===== config.mk =====
export PLATFORM = sky130hd
export DESIGN_NAME = ifu_fetch_ctrl_flat
export DESIGN_NICKNAME = d
export VERILOG_FILES = /design/src/rtl/ifu_fetch_ctrl_if.sv /design/src/rtl/ifu_fetch_ctrl.sv /design/src/flat_wrapper.sv
export SDC_FILE = /design/constraint.sdc
export NUM_CORES = 1
export LEC_CHECK = 0
export CAP_MARGIN = 20
export CORE_UTILIZATION = 35
export DETAILED_ROUTE_END_ITERATION = 10
export PLACE_DENSITY_LB_ADDON = 0.05
export SETUP_SLACK_MARGIN = 0.3
export SYNTH_ARGS = -nofsm -noshare
export SYNTH_HDL_FRONTEND = slang
export SYNTH_SLANG_ARGS = --single-unit

===== constraint.sdc =====
create_clock -name clk -period 1.95 [get_ports clk]
set_clock_uncertainty 0.2 [all_clocks]
set_input_delay 0.585 -clock clk [delete_from_list [all_inputs] [get_ports clk]]
set_output_delay 0.585 -clock clk [all_outputs]
set_load 0.01 [all_outputs]

===== src/rtl/ifu_fetch_ctrl_if.sv =====
// rtl/ifu_fetch_ctrl_if.sv - fetch controller bus bundle (imem request/response, redirect, decode handoff)
// master: fetch controller side. Drives imem_req_valid/imem_req_addr, inst_valid/inst/pc, halted.
// slave : memory + decode + execute side. Drives imem_req_ready, imem_resp_valid/imem_resp_data,
//         redirect_valid/redirect_pc, inst_ready.
interface ifu_fetch_ctrl_if;
   logic        imem_req_valid;
   logic        imem_req_ready;
   logic [31:0] imem_req_addr;
   logic        imem_resp_valid;
   logic [31:0] imem_resp_data;
   logic        redirect_valid;
   logic [31:0] redirect_pc;
   logic        inst_valid;
   logic        inst_ready;
   logic [31:0] inst;
   logic [31:0] pc;
   logic        halted;

   modport master (
      output imem_req_valid, imem_req_addr, inst_valid, inst, pc, halted,
      input  imem_req_ready, imem_resp_valid, imem_resp_data, redirect_valid, redirect_pc, inst_ready
   );

   modport slave (
      input  imem_req_valid, imem_req_addr, inst_valid, inst, pc, halted,
      output imem_req_ready, imem_resp_valid, imem_resp_data, redirect_valid, redirect_pc, inst_ready
   );
endinterface


===== src/rtl/ifu_fetch_ctrl.sv =====
// rtl/ifu_fetch_ctrl.sv - instruction fetch controller, one outstanding imem request
// Ports:
//   clk  - system clock, all state on rising edge
//   rst  - asynchronous active-low reset
//   bus  - ifu_fetch_ctrl_if.master: imem request/response channels, execute redirect,
//          decode handoff (inst_valid/inst_ready/inst/pc) and halted status
module ifu_fetch_ctrl #(
   parameter logic [31:0] RESET_PC    = 32'h8000_0000,
   parameter logic [31:0] EBREAK_INST = 32'h0010_0073
) (
   input  logic               clk,
   input  logic               rst,
   ifu_fetch_ctrl_if.master   bus
);

   typedef enum logic [2:0] {IDLE, REQ, WAIT, HOLD, HALT} state_t;

   state_t      state;
   logic [31:0] fpc;
   logic        drop;
   logic        req_valid_q;
   logic        inst_valid_q;
   logic        halted_q;
   logic [31:0] inst_q;
   logic [31:0] pc_q;

   logic [31:0] redir_target;
   logic        req_fire;

   assign redir_target = {bus.redirect_pc[31:2], 2'b00};
   assign req_fire     = req_valid_q & bus.imem_req_ready;

   assign bus.imem_req_valid = req_valid_q;
   assign bus.imem_req_addr  = fpc;
   assign bus.inst_valid     = inst_valid_q;
   assign bus.inst           = inst_q;
   assign bus.pc             = pc_q;
   assign bus.halted         = halted_q;

   always_ff @(posedge clk or negedge rst) begin
      if (!rst) begin
         state        <= IDLE;
         fpc          <= RESET_PC;
         drop         <= 1'b0;
         req_valid_q  <= 1'b0;
         inst_valid_q <= 1'b0;
         halted_q     <= 1'b0;
         inst_q       <= 32'h0;
         pc_q         <= 32'h0;
      end else begin
         case (state)
            IDLE: begin
               if (bus.redirect_valid) fpc <= redir_target;
               req_valid_q <= 1'b1;
               state       <= REQ;
            end
            REQ: begin
               if (bus.redirect_valid) fpc <= redir_target;
               if (req_fire) begin
                  // An accepted request that races a redirect is still owed a
                  // response by memory; mark it so it gets thrown away.
                  drop        <= bus.redirect_valid;
                  req_valid_q <= 1'b0;
                  state       <= WAIT;
               end else begin
                  // A redirect without handshake withdraws the request for one
                  // cycle so the new address appears cleanly on the next cycle.
                  req_valid_q <= !bus.redirect_valid;
               end
            end
            WAIT: begin
               if (bus.redirect_valid) begin
                  fpc <= redir_target;
                  if (bus.imem_resp_valid) begin
                     drop        <= 1'b0;
                     req_valid_q <= 1'b1;
                     state       <= REQ;
                  end else begin
                     drop <= 1'b1;
                  end
               end else if (bus.imem_resp_valid) begin
                  if (drop) begin
                     // fpc already holds the redirect target.
                     drop        <= 1'b0;
                     req_valid_q <= 1'b1;
                     state       <= REQ;
                  end else begin
                     inst_q       <= bus.imem_resp_data;
                     pc_q         <= fpc;
                     fpc          <= fpc + 32'd4;
                     inst_valid_q <= 1'b1;
                     state        <= HOLD;
                  end
               end
            end
            HOLD: begin
               if (bus.redirect_valid) begin
                  // Redirect wins over a same-cycle inst_ready: the held
                  // instruction is on the wrong path and is never delivered.
                  fpc          <= redir_target;
                  inst_valid_q <= 1'b0;
                  req_valid_q  <= 1'b1;
                  state        <= REQ;
               end else if (bus.inst_ready) begin
                  inst_valid_q <= 1'b0;
                  if (inst_q == EBREAK_INST) begin
                     halted_q <= 1'b1;
                     state    <= HALT;
                  end else begin
                     req_valid_q <= 1'b1;
                     state       <= REQ;
                  end
               end
            end
            HALT: begin
               req_valid_q  <= 1'b0;
               inst_valid_q <= 1'b0;
               halted_q     <= 1'b1;
            end
            default: begin
               req_valid_q  <= 1'b0;
               inst_valid_q <= 1'b0;
               state        <= IDLE;
            end
         endcase
      end
   end

endmodule

===== src/flat_wrapper.sv =====
// flat-port wrapper written by rule: the top's interface ports become plain ports
module ifu_fetch_ctrl_flat 
#(
   parameter logic [31:0] RESET_PC    = 32'h8000_0000,
   parameter logic [31:0] EBREAK_INST = 32'h0010_0073
)
  (clk, rst, bus_imem_req_valid, bus_imem_req_addr, bus_inst_valid, bus_inst, bus_pc, bus_halted, bus_imem_req_ready, bus_imem_resp_valid, bus_imem_resp_data, bus_redirect_valid, bus_redirect_pc, bus_inst_ready);
  ifu_fetch_ctrl_if bus_i ();
  input  logic clk;
  input  logic rst;
  output wire logic [$bits(bus_i.imem_req_valid)-1:0] bus_imem_req_valid;
  output wire logic [$bits(bus_i.imem_req_addr)-1:0] bus_imem_req_addr;
  output wire logic [$bits(bus_i.inst_valid)-1:0] bus_inst_valid;
  output wire logic [$bits(bus_i.inst)-1:0] bus_inst;
  output wire logic [$bits(bus_i.pc)-1:0] bus_pc;
  output wire logic [$bits(bus_i.halted)-1:0] bus_halted;
  input wire logic [$bits(bus_i.imem_req_ready)-1:0] bus_imem_req_ready;
  input wire logic [$bits(bus_i.imem_resp_valid)-1:0] bus_imem_resp_valid;
  input wire logic [$bits(bus_i.imem_resp_data)-1:0] bus_imem_resp_data;
  input wire logic [$bits(bus_i.redirect_valid)-1:0] bus_redirect_valid;
  input wire logic [$bits(bus_i.redirect_pc)-1:0] bus_redirect_pc;
  input wire logic [$bits(bus_i.inst_ready)-1:0] bus_inst_ready;
  assign bus_imem_req_valid = bus_i.imem_req_valid;
  assign bus_imem_req_addr = bus_i.imem_req_addr;
  assign bus_inst_valid = bus_i.inst_valid;
  assign bus_inst = bus_i.inst;
  assign bus_pc = bus_i.pc;
  assign bus_halted = bus_i.halted;
  assign bus_i.imem_req_ready = bus_imem_req_ready;
  assign bus_i.imem_resp_valid = bus_imem_resp_valid;
  assign bus_i.imem_resp_data = bus_imem_resp_data;
  assign bus_i.redirect_valid = bus_redirect_valid;
  assign bus_i.redirect_pc = bus_redirect_pc;
  assign bus_i.inst_ready = bus_inst_ready;
  ifu_fetch_ctrl #(.RESET_PC(RESET_PC), .EBREAK_INST(EBREAK_INST)) u_core (.clk(clk), .rst(rst), .bus(bus_i));
endmodule

==> impl_results.md, run 1 <==
- Status: complete, but fails checks
- Failing checks: negative setup slack
- CP cell instances: buf_6, nor4_4, nand4_1, buf_4, nor4_2, o21ai_1, o31ai_1
- Maximum net fanout on the critical path: 2
- Final worst path period share: 1.01
- Core Box Area: 13300 um^2
- Net switching power: 0.00387 W
- Tot Pwr: 0.0110 W
- Synth warnings: 0
- GRT Total Usage: 0.250
- Largest family of logic cells by synthesized area: simple AND/OR/NAND/NOR gates
- Initial drt markers: 302
- DRT Wirelength: 20000 um
- Sw frac: 0.353
- Pwr dens: 1110 nW/um^2
- Synth Flop Type: dfrtp_1
- DRT antenna net count: 0
- CTS clk-pin slew, worst paths: 70 ps
- Via count: 5513
- WL/cell: 18.7 um
- Initial Utilization: 0.360
- Post-DP HPWL: 10200 um
- Fraction of layout cells with a size suffix above 1: 0.644
- Worst hold slack: 290 ps
- WP data required: 2010 ps
- XOR/XNOR share of the synthesized area: 0
- TritonCTS clock tree: done
- Initial antenna violation count: 0
- Compound-gate portion of the synthesized area: 0.138
- Crit Path Category: reg2reg
- Design area: 9900 um^2
- Number of port buffers: 162
- Via/cell ratio: 5.15
- Iteration count of the initial detailed-routing pass: 4
- Synth Register Bits: 99
- Post-synth EDFFs: 0
- Crit. End Element: register
- Comb power frac: 0.507
- Simple-gate share of the synthesized area: 0.280
- Area growth from synthesis to layout: 107%
- Cell area after synthesis: 4780 um^2
- Antenna cells: 0
- Max IR drop VDD: 0.602 mV
- Crit path time final: 1970 ps
- Sequential share of the synthesized area: 0.518
- Ports: 169
- Commonest cells after routing, fill and taps aside: buf_4 (134), nand2_2 (95), dfrtp_1 (83)
- Yosys cell types: 58
- Fraction of registers with async set/reset: 1.00
- Mapped Cells: 539
- Mean Syn Cell Area: 8.87 um^2
- Worst setup margin: -23.6 ps
- Grt ovf: 0
- Residual DRC count: 0
- Max-slew violation count: 0
- Largest stage delay, worst path: 400 ps
- Reg power frac: 0.306
- Multiplexer area fraction after synthesis: 0.00916
- RSZ-0062 raised after global routing: yes
- Final nets: 960
- DIE AREA: 14100 um^2
- Clock Power Share: 0.187
- DIE WIDTH: 119 um
- CTS Buf Count: 9
- Row count: 42
- Max_cap viols: 0
- Number of global-route vias before repair: 5235
- Adder-cell share of the synthesized area: 0.00262
- Max clock buf depth: 2
- Final setup violation count: 1
- WP data arrival: 2030 ps
- First-pass GRT wire length: 27500 um
- CTS Sinks: 99
- Worst Setup Start Kind: register
- Final Hold Violating Endpoints: 0
- Pin count of the biggest net entering global routing: 47
- H-tree levels: 3
- Hold Path Class: reg2reg
- Leakage: 4.73 nW
- Commonest non-fill, non-tap cell in the layout: buf_4
- Peak Freq: 0.507 GHz
- RePlAce Congestion: 0.831
- Clock latency at the later pin of the worst-skew pair: 360 ps
- Root buffer cell: clkbuf_16
- Pint: 0.00709 W
- Cell Area, Placed: 6980 um^2
- Die height: 119 um
- Critical path's slowest cell: dfrtp_1
-- flip-flops by register name, summed over array words and instances (netlist names) --
| name | flops |
|---|---|
| u_core.bus.imem_req_valid | 1 |
| u_core.bus.inst_valid | 1 |
| u_core.bus.halted | 1 |
| u_core.bus.imem_req_addr | 30 |
| u_core.state | 3 |
| u_core.bus.pc | 30 |
| u_core.drop | 1 |
| u_core.bus.inst | 32 |
-- logic make-up after synthesis --
kind of cell | count (synthesis)
simple gates | 293
buf+inv | 40
mux | 4
fa+ha+maj | 1
other cells | 1
flops | 99
compound gates | 101
-- per-stage QoR --
step | setup WS, ps | cells | TNS, ps | utilization
global route | -102 | 1070 | -188 | 0.745
global placement | -504 | 899 | -36570 | 0.525
detailed placement | -485 | 899 | -38910 | 0.525
floorplan | 70.4 | 542 | 0 | -
finish | -23.6 | 1070 | -23.6 | 0.745
CTS | 27.5 | 1012 | 0 | 0.636
-- area by class of cell --
cell class / count / area, um^2
clock buffer: 13 / 270
sequential: 99 / 2500
clock inverter: 3 / 68.8
fill: 908 / 3390
timing repair buffer: 371 / 3620
tap: 176 / 220
multi-input combinational: 404 / 3210
inverter: 4 / 17.5
-- Yosys cell counts (5+ instances only) --
cell type  instances  share of area
a21oi_1           32          0.033
a2bb2oi_1         10          0.018
and3_1             8          0.010
buf_2             12          0.013
buf_4              5         0.0078
clkbuf_1           9         0.0071
dfrtp_1           98           0.51
nand2_1          208           0.16
nand3_1           17          0.018
nand4_1            9          0.012
nor2_1            18          0.014
nor3_1             5         0.0052
o21a_1             5         0.0078
o21ai_0           17          0.018
o22ai_1           12          0.016
-- final timing paths --
check | cells past startpoint | start | end | slack (ps)
min in group asynchronous | 2 | rst | u_core.bus.inst[23] | 440
worst max register to register | 7 | u_core.bus.inst[14] | u_core.bus.imem_req_valid | -20
worst min-delay path | 2 | u_core.bus.pc[28] | u_core.bus.pc[28] | 290
worst max-delay path | 7 | u_core.bus.inst[14] | u_core.bus.imem_req_valid | -20
max in group asynchronous | 3 | rst | u_core.bus.imem_req_addr[7] | 540
worst min register to register | 2 | u_core.bus.pc[28] | u_core.bus.pc[28] | 290
-- repair_timing --
item / 4_1_cts / 5_1_grt
cloned: 12 / 6
hold buffers: 1 / 0
resized for setup: 546 / 236
endpoints found under the setup margin: 193 / 194
buffers inserted: 84 / 52
pin swaps: 93 / 126
endpoints found under the hold margin: 14 / 0
-- critical path: cells and delay by family (launching register included) --
family	cells	cell delay (ps)
simple gates	3	710
buf+inv	2	340
compound gates	2	220
flops	1	400
-- per-layer routing --
| metal | track usage | part of all wire |
|---|---|---|
| met5 | 0 | 0 |
| met1 | 0.327 | 0.41 |
| met3 | 0.0431 | 0.056 |
| met4 | 0.0831 | 0.023 |
| met2 | 0.420 | 0.51 |
-- power by group through the flow --
stage	registers, W	logic [W]	clock network, W
2_1_floorplan	0.00364	0.00111	0
3_3_place_gp	0.00336	0.00337	0
3_5_place_dp	0.00339	0.00342	0
4_1_cts	0.00326	0.00414	0.00208
5_1_grt	0.00342	0.00589	0.00217
6_report	0.00335	0.00556	0.00205
Power figures use the tool's default switching activity.
==> inputs of run 2 (changes only) <==
GPL_ROUTABILITY_DRIVEN = 1   (was not set)
==> results of run 2 <==
No change in the layout: final DEF, timing and power equal those of run 1.
